--- src/rtl/mode_seq_ctrl.sv ---
// mode_seq_ctrl
//   Top-level sequencer for the shared 4-digit display and the keypad.
//   Key presses become one-shot commands. The block owns the STOPWATCH/CALC
//   mode, drives the stopwatch run/stop/clear command, and feeds either the
//   stopwatch value or the calculator answer into a bit-serial binary-to-BCD
//   converter that keeps refreshing the digit registers.
//
// Ports
//   clk, rst_n      clock, asynchronous active-low reset
//   key_code        keypad code, valid while key_valid=1
//   key_valid       level, high for as long as a key is held
//   sw_count        live stopwatch count (tenths of a second)
//   calc_answer     calculator magnitude
//   calc_negative   calculator result is negative
//   sw_cmd          stopwatch command: 0 stop, 1 run, 2 clear
//   mode            0 stopwatch, 1 calculator
//   digits          4-bit digit codes, [3:0] least significant;
//                   0-9 digit, 10 '-', 11 blank
//   disp_valid      one-cycle pulse when digits update
//   busy            converter is shifting
//
// Handshake: key_valid is a level. A key is acted on exactly once, on the
// first cycle it is seen high after having been low. There is no back-pressure.
module mode_seq_ctrl #(
  parameter int VAL_W  = 32,
  parameter int DIGITS = 4
) (
  input  logic                  clk,
  input  logic                  rst_n,
  input  logic [3:0]            key_code,
  input  logic                  key_valid,
  input  logic [VAL_W-1:0]      sw_count,
  input  logic [VAL_W-1:0]      calc_answer,
  input  logic                  calc_negative,
  output logic [1:0]            sw_cmd,
  output logic                  mode,
  output logic [4*DIGITS-1:0]   digits,
  output logic                  disp_valid,
  output logic                  busy
);

  localparam int BCD_W = 4 * DIGITS;
  localparam int CNT_W = $clog2(VAL_W + 1);
  localparam logic [VAL_W-1:0] CLAMP = VAL_W'(10 ** DIGITS - 1);
  localparam logic [CNT_W-1:0] LAST_BIT = CNT_W'(VAL_W - 1);

  localparam logic [3:0] K_CLEAR = 4'd10;
  localparam logic [3:0] K_LAP   = 4'd11;
  localparam logic [3:0] K_RUN   = 4'd12;
  localparam logic [3:0] K_STOP  = 4'd13;  // also returns CALC -> SW
  localparam logic [3:0] K_CALCA = 4'd14;
  localparam logic [3:0] K_CALCB = 4'd15;

  typedef enum logic [1:0] {SW_IDLE, SW_RUN, SW_LAP, SW_CLEAR} sw_state_t;
  typedef enum logic [1:0] {CV_IDLE, CV_SHIFT, CV_DONE} cv_state_t;

  sw_state_t          sw_state, sw_next;
  cv_state_t          cv_state;
  logic               key_prev;
  logic               accept;
  logic               mode_next;
  logic               sw_key;
  logic [VAL_W-1:0]   lap_reg, lap_next;
  logic [1:0]         sw_cmd_next;
  logic [VAL_W-1:0]   src_val, load_val;
  logic               neg_src, neg_reg;
  logic [VAL_W-1:0]   bin_reg;
  logic [BCD_W-1:0]   bcd_reg, bcd_adj, neg_digits;
  logic [CNT_W-1:0]   bit_cnt;

  assign accept = key_valid & ~key_prev;

  // Mode switching keys are consumed here and never reach the stopwatch.
  always_comb begin
    mode_next = mode;
    sw_key    = 1'b0;
    if (accept) begin
      if (!mode) begin
        if (key_code == K_CALCA || key_code == K_CALCB) mode_next = 1'b1;
        else                                            sw_key    = 1'b1;
      end else if (key_code == K_STOP) begin
        mode_next = 1'b0;
      end
    end
  end

  always_comb begin
    sw_next  = sw_state;
    lap_next = lap_reg;
    case (sw_state)
      SW_IDLE: begin
        if (sw_key && key_code == K_RUN)        sw_next = SW_RUN;
        else if (sw_key && key_code == K_CLEAR) sw_next = SW_CLEAR;
      end
      SW_RUN: begin
        if (sw_key && key_code == K_LAP) begin
          sw_next  = SW_LAP;
          lap_next = sw_count;
        end else if (sw_key && key_code == K_STOP) begin
          sw_next  = SW_IDLE;
          lap_next = sw_count;
        end else if (sw_key && key_code == K_CLEAR) begin
          sw_next = SW_CLEAR;
        end
      end
      SW_LAP: begin
        if (sw_key && key_code == K_RUN)        sw_next  = SW_RUN;
        else if (sw_key && key_code == K_LAP)   lap_next = sw_count;
        else if (sw_key && key_code == K_STOP)  sw_next  = SW_IDLE;
        else if (sw_key && key_code == K_CLEAR) sw_next  = SW_CLEAR;
      end
      default: begin
        sw_next  = SW_IDLE;
        lap_next = '0;
      end
    endcase
    if (sw_next == SW_CLEAR) lap_next = '0;
  end

  // Command is registered from the next state so it tracks the stopwatch
  // state one cycle after the accepting edge.
  always_comb begin
    case (sw_next)
      SW_RUN, SW_LAP: sw_cmd_next = 2'd1;
      SW_CLEAR:       sw_cmd_next = 2'd2;
      default:        sw_cmd_next = 2'd0;
    endcase
  end

  always_ff @(posedge clk or negedge rst_n) begin
    if (!rst_n) begin
      key_prev <= 1'b0;
      mode     <= 1'b0;
      sw_state <= SW_IDLE;
      lap_reg  <= '0;
      sw_cmd   <= 2'd0;
    end else begin
      key_prev <= key_valid;
      mode     <= mode_next;
      sw_state <= sw_next;
      lap_reg  <= lap_next;
      sw_cmd   <= sw_cmd_next;
    end
  end

  // Converter source selection. A negative answer is converted unclamped:
  // the low BCD digits of a truncated double-dabble register are exactly
  // value mod 10**DIGITS, so the two lowest digits give |answer| mod 100.
  always_comb begin
    src_val  = (sw_state == SW_RUN) ? sw_count : lap_reg;
    if (mode) src_val = calc_answer;
    neg_src  = mode & calc_negative;
    load_val = src_val;
    if (!neg_src && src_val > CLAMP) load_val = CLAMP;
  end

  always_comb begin
    bcd_adj = bcd_reg;
    for (int d = 0; d < DIGITS; d++) begin
      if (bcd_reg[4*d +: 4] >= 4'd5) bcd_adj[4*d +: 4] = bcd_reg[4*d +: 4] + 4'd3;
    end
  end

  // Negative layout: blanks above, '-' in the third digit, then tens, ones.
  always_comb begin
    neg_digits = '0;
    for (int d = 0; d < DIGITS; d++) begin
      if (d < 2)       neg_digits[4*d +: 4] = bcd_reg[4*d +: 4];
      else if (d == 2) neg_digits[4*d +: 4] = 4'd10;
      else             neg_digits[4*d +: 4] = 4'd11;
    end
  end

  always_ff @(posedge clk or negedge rst_n) begin
    if (!rst_n) begin
      cv_state   <= CV_IDLE;
      bin_reg    <= '0;
      bcd_reg    <= '0;
      bit_cnt    <= '0;
      neg_reg    <= 1'b0;
      digits     <= '0;
      disp_valid <= 1'b0;
    end else begin
      disp_valid <= 1'b0;
      case (cv_state)
        CV_IDLE: begin
          bin_reg  <= load_val;
          bcd_reg  <= '0;
          bit_cnt  <= '0;
          neg_reg  <= neg_src;
          cv_state <= CV_SHIFT;
        end
        CV_SHIFT: begin
          // A mode change invalidates the sampled source: drop it silently.
          if (mode_next != mode) begin
            cv_state <= CV_IDLE;
          end else begin
            {bcd_reg, bin_reg} <= {bcd_adj, bin_reg} << 1;
            bit_cnt <= bit_cnt + 1'b1;
            if (bit_cnt == LAST_BIT) cv_state <= CV_DONE;
          end
        end
        default: begin
          digits     <= neg_reg ? neg_digits : bcd_reg;
          disp_valid <= 1'b1;
          cv_state   <= CV_IDLE;
        end
      endcase
    end
  end

  assign busy = (cv_state == CV_SHIFT);

endmodule

--- config.mk ---
export PLATFORM = sky130hd
export DESIGN_NAME = mode_seq_ctrl
export DESIGN_NICKNAME = d
export VERILOG_FILES = /design/src/rtl/mode_seq_ctrl.sv
export SDC_FILE = /design/constraint.sdc
export NUM_CORES = 1
export LEC_CHECK = 0
export ABC_AREA = 1
export CORE_ASPECT_RATIO = 0.6
export CORE_MARGIN = 2
export CORE_UTILIZATION = 57
export CTS_BUF_LIST = sky130_fd_sc_hd__clkbuf_8
export DETAILED_ROUTE_END_ITERATION = 7
export GPL_TIMING_DRIVEN = 0
export PLACE_DENSITY_LB_ADDON = 0.25
export SYNTH_ARGS = -nofsm -noshare
export SYNTH_HDL_FRONTEND = slang
export SYNTH_SLANG_ARGS = --single-unit
--- constraint.sdc ---
create_clock -name clk -period 2.8 [get_ports clk]
set_clock_uncertainty 0.05 [all_clocks]
set_input_delay 0.56 -clock clk [delete_from_list [all_inputs] [get_ports clk]]
set_output_delay 0.56 -clock clk [all_outputs]
set_load 0.02 [all_outputs]
Word level (Yosys, flattened, before mapping)
Cells that the tools add are included.
Widths: inputs -> output; s select.
- input bits: 72
- logic and storage cells: 98
- register bits: 112
- output and inout port bits: 21
- reduce and logical (&&, ||, !) cells: 14
- add/sub/neg operators: 5
- order comparisons: 5
- multiplexer cells: 39
- eq/ne operators: 20
- bitwise operators: 3
- operators with widths (kind ; count):
    $mux 32 ; 9
    $pmux 32 s3 ; 1
    $pmux 32 s2 ; 1
    $gt 32x14->1 const B ; 1
    $mux 16 ; 2
    $pmux 16 s2 ; 1
    $eq 4x4->1 const B ; 6
    $ge 4x3->1 const B ; 4
    $mux 2 ; 8
    $add 4x2->4 const B ; 3
    $mux 4 ; 3
    $pmux 6 s2 ; 1
    $mux 1 ; 8
    $pmux 2 s2 ; 2
    $add 6x1->6 const B ; 1
    $eq 2x1->1 const B ; 3
    $eq 2x2->1 const B ; 3
    $eq 6x5->1 const B ; 1
    $mux 6 ; 1
    $ne 3x3->1 const B ; 2
    $pmux 2 s3 ; 1
    $logic_and 1x1->1 ; 5
    $logic_not 2->1 ; 2
    $ne 2x2->1 const B ; 2
    other kinds (13) ; 15

Depth between registers and ports, before layout
- depth after elaboration: 14
- depth in mapped cells: 20
- depth with buffers taken out: 17

Worst setup path before layout
OpenSTA, ideal clock, no wires.
- kind: in2reg
- from: input port key_valid
- to: register lap_reg[0]
- slack: 520 ps
- required time: 2620 ps
- stages: 13
- setup time: 130 ps
- arrival: 2100 ps
- path through: inv_1 -> nor2_1 -> nand2_1 -> nor2_1 -> nand2_1 -> nand3_1 -> nand2_1 -> nand2_1 -> a21oi_1 -> ha_1 -> nor2_2 -> clkbuf_1 -> o21ai_0
- cells in the longest elaborated chain, start to end: 11
- ends and longest elaborated chain (what ; line ; source):
    from (decl) ; 31 ; input logic key_valid,
    $and 1x1->1 * ; 71 ; assign accept = key_valid & ~key_prev;
    $mux 1 * ; 77 ; if (accept) begin
    $logic_and 1x1->1 ; 93, 102, 110 ;
    $mux 2 ; 93, 102, 110 ;
    $mux 2 ; 109 ; else if (sw_key && key_code == K_STOP) sw_next = SW_IDLE;
    $mux 2 ; 108 ; else if (sw_key && key_code == K_LAP) lap_next = sw_count;
    $mux 2 ; 107 ; if (sw_key && key_code == K_RUN) sw_next = SW_RUN;
    $pmux 2 s3 * ; 90 ; case (sw_state)
    net sw_next[0] ; 57 ; sw_state_t sw_state, sw_next;
    $eq 2x2->1 * ; 117 ; if (sw_next == SW_CLEAR) lap_next = '0;
    $ne 4x4->1 (no line) (tied with other cells) ; - ;
    $reduce_and 4->1 (no line) ; - ;
    to (signal assigned) ; 141 ; lap_reg <= lap_next;
    to (decl) ; 63 ; logic [VAL_W-1:0] lap_reg, lap_next;
The timed path passes the listed nets; every way through them passes the cells marked *.
A chain may end at the register's enable or synchronous reset.

Worst setup path in the final report
- from: input port key_valid
- to: register lap_reg[6]
The elaborated chain is that of the path after synthesis.

==> flow_summary.ini <==
[place]
portBuffers = 92
dpl.hpwl_um = 12800
gp_congestion = 0.893
placed_area_mm2 = 0.00742

[synthesis]
synth_top_area_frac = 0.445
syn-num-nets = 932
yosysWarnings = 0
synth_seq_cells = 112
syn_inst = 845
ys_types = 31
synth_area_mm2 = 0.00630
synth_seq_area_share = 0.445
yosys.area.top_type = dfrtp_1
synth_area_leaders = dfrtp_1 (44%), nand2_1 (14%), o21ai_0 (6.6%), nand3_1 (5.9%), nor2_1 (5.4%)
syn_avg_cell_area_um2 = 7.45

[clock_tree]
h-tree-depth = 3
clockBufferDepth = 2
clock-sinks = 112
root_buffer = clkbuf_8
cts_tree = done
clock_latency_ns = 0.39
cts_buffers = 9
clk_pin_slew_ns = 0.10

[critical_path]
critPathMostFrequentCell = inv_1
start_kind = primary input
setup.worst_path.class = primary input to register
path_cells = clkdlybuf4s50_1 -> inv_1 -> nor2_4 -> nand2_1 -> nor2_2 -> a21oi_1 -> a31oi_1 -> o21ai_1 -> a21oi_2 -> ha_2 -> inv_1 -> buf_4 -> nand3_1 -> o21ai_0
cpPeakStageDelay_ns = 0.48
cp.required_ns = 3.01
critPathMaxFanout = 10
end_kind = register
arrival_ns = 2.85
slowest_stage = clkdlybuf4s50_1

[sta]
finalSetupViolations = 0
max_slew_margin = 0.636
hold_ws_ns = 0.442
hold_viol_final = 0
period_share = 0.944
timing.fmax_mhz = 378
tightest_slew_ns = 0.547
maxSlewViolCount = 0
layout_min_cycle_time_ns = 2.64

[routing]
wl_per_cell_um = 16.1
drt_iter0_drc = 570
wl_um = 17600
drt-pass1-iter-count = 5
drc = 0
vias = 6214
ant_nets = 0
via_per_inst = 5.68

[global_routing]
grt_max_degree = 94
grt_pass1_vias = 5797
grt_first_pass_wirelength_um = 29200
grt_overflow_total = 0
antenna_found_initial = 0
grtUsageTotal = 0.308

[power_and_ir_drop]
p_leak_nw = 3.42
ir_drop_mv = 0.466
power_density_mw_per_mm2 = 980

[layout]
fin_nets = 1037
layout_common_cells = nand2_1 (239), dfrtp_1 (112), clkdlybuf4s50_1 (91)
antennaDiodeCount = 0
area_delta_synth_final_pct = 22.9
drive_gt1_frac = 0.106
design_area_mm2 = 0.00774
final_common_cell = nand2_1
fin_util = 0.726
n_fill_cell = 841

[floorplanning]
dieWidth_um = 140
initial_utilization = 0.590
ios = 93
num_rows = 29
die_h_um = 85.4
die_area_mm2 = 0.0119
core_area_mm2 = 0.0107

[run]
cap_violations = 0

[min_path]
min_path_type = register to register

[outcome]
outcome = finished, final reports clean
==> routing by layer <==
metal	up-vias	GRT usage	wire (µm)
li1	2955	-	-
met4	0	0.0618	204
met1	2891	0.466	8160
met3	24	0.0875	2000
met5	-	0	0
met2	344	0.444	7220
==> cell families (layout without fill, tap and decap cells) <==
| family | count (synthesis) | in the layout | share of synthesized area |
|---|---|---|---|
| compound gates | 174 | 174 | 0.158 |
| xor+xnor | 4 | 4 | 0.00556 |
| fa+ha+maj | 15 | 15 | 0.0298 |
| buf+inv | 104 | 214 | 0.0753 |
| flops | 112 | 112 | 0.445 |
| simple gates | 436 | 436 | 0.286 |
==> through the flow <==
stage	setup slack, ns	power [W]	setup TNS, ns	std cells
final	0.157	0.00759	0	1094
after global routing	-0.0146	0.00817	-0.0146	1094
after CTS	0.0124	0.00744	0	1093
after global placement	-3.25	0.00616	-383.39	1076
after floorplan	0.520	0.00521	0	845
after detailed placement	-0.490	0.00628	-25.59	1077
==> what timing repair did <==
| action | in CTS | in global routing |
|---|---|---|
| endpoints found under the setup margin | 31 | 77 |
| buffers inserted | 0 | 1 |
| pin swaps | 0 | 3 |
| hold buffers | 1 | 0 |
| resized for setup | 13 | 21 |
| endpoints found under the hold margin | 19 | 0 |
==> cell usage after synthesis <==
master,n
nand2_1,239
dfrtp_1,112
nor2_1,91
o21ai_0,83
nand3_1,74
inv_1,49
a21oi_1,41
a21oi_2,24
clkbuf_1,23
buf_2,19
ha_1,15
o21ai_1,9
buf_6,7
or2_1,7
a31oi_1,6
nand2_2,6
nor3_1,6
o211ai_1,4
o31ai_1,4
or2_0,4
xor2_1,4
a211oi_1,3
inv_2,3
or2_2,3
buf_4,2
nor4_1,2
and3_1,1
clkinv_1,1
nand3b_1,1
nand4_1,1
nor2_2,1
==> path summary, 6_finish.rpt <==
kind,cells past startpoint,end,start,slack [ns]
worst max register to register,14,lap_reg[6],mode,0.19
worst max-delay path,14,lap_reg[6],key_valid,0.16
max in group asynchronous,3,bcd_reg[10],rst_n,1.46
min in group asynchronous,2,lap_reg[20],rst_n,0.50
worst min-delay path,1,cv_state[1],bit_cnt[5],0.44
worst min register to register,1,cv_state[1],bit_cnt[5],0.44
==> where the power goes <==
| part | switching [W] | internal, W | leakage (nW) |
|---|---|---|---|
| clock network | 0.000593 | 0.000515 | 0.116 |
| registers | 0.000369 | 0.00224 | 1.46 |
| logic | 0.00251 | 0.00136 | 1.85 |
==> area by class of cell <==
| cell class | count | area (µm²) | area share |
|---|---|---|---|
| Inverter | 53 | 199 | 0.0257 |
| Tap cell | 139 | 174 | 0.0225 |
| Clock buffer | 9 | 124 | 0.0160 |
| Clock inverter | 7 | 103 | 0.0133 |
| Multi-Input combinational cell | 629 | 3070 | 0.397 |
| Sequential cell | 112 | 2800 | 0.362 |
| Timing Repair Buffer | 95 | 967 | 0.125 |
| Buffer | 50 | 299 | 0.0386 |
==> worst max-delay path, delay by kind of cell <==
kind / cells / cell delay (ns)
compound gates: 5 / 0.80
buf+inv: 4 / 0.86
fa+ha+maj: 1 / 0.25
simple gates: 4 / 0.40
(Power assumes the default switching activity.)
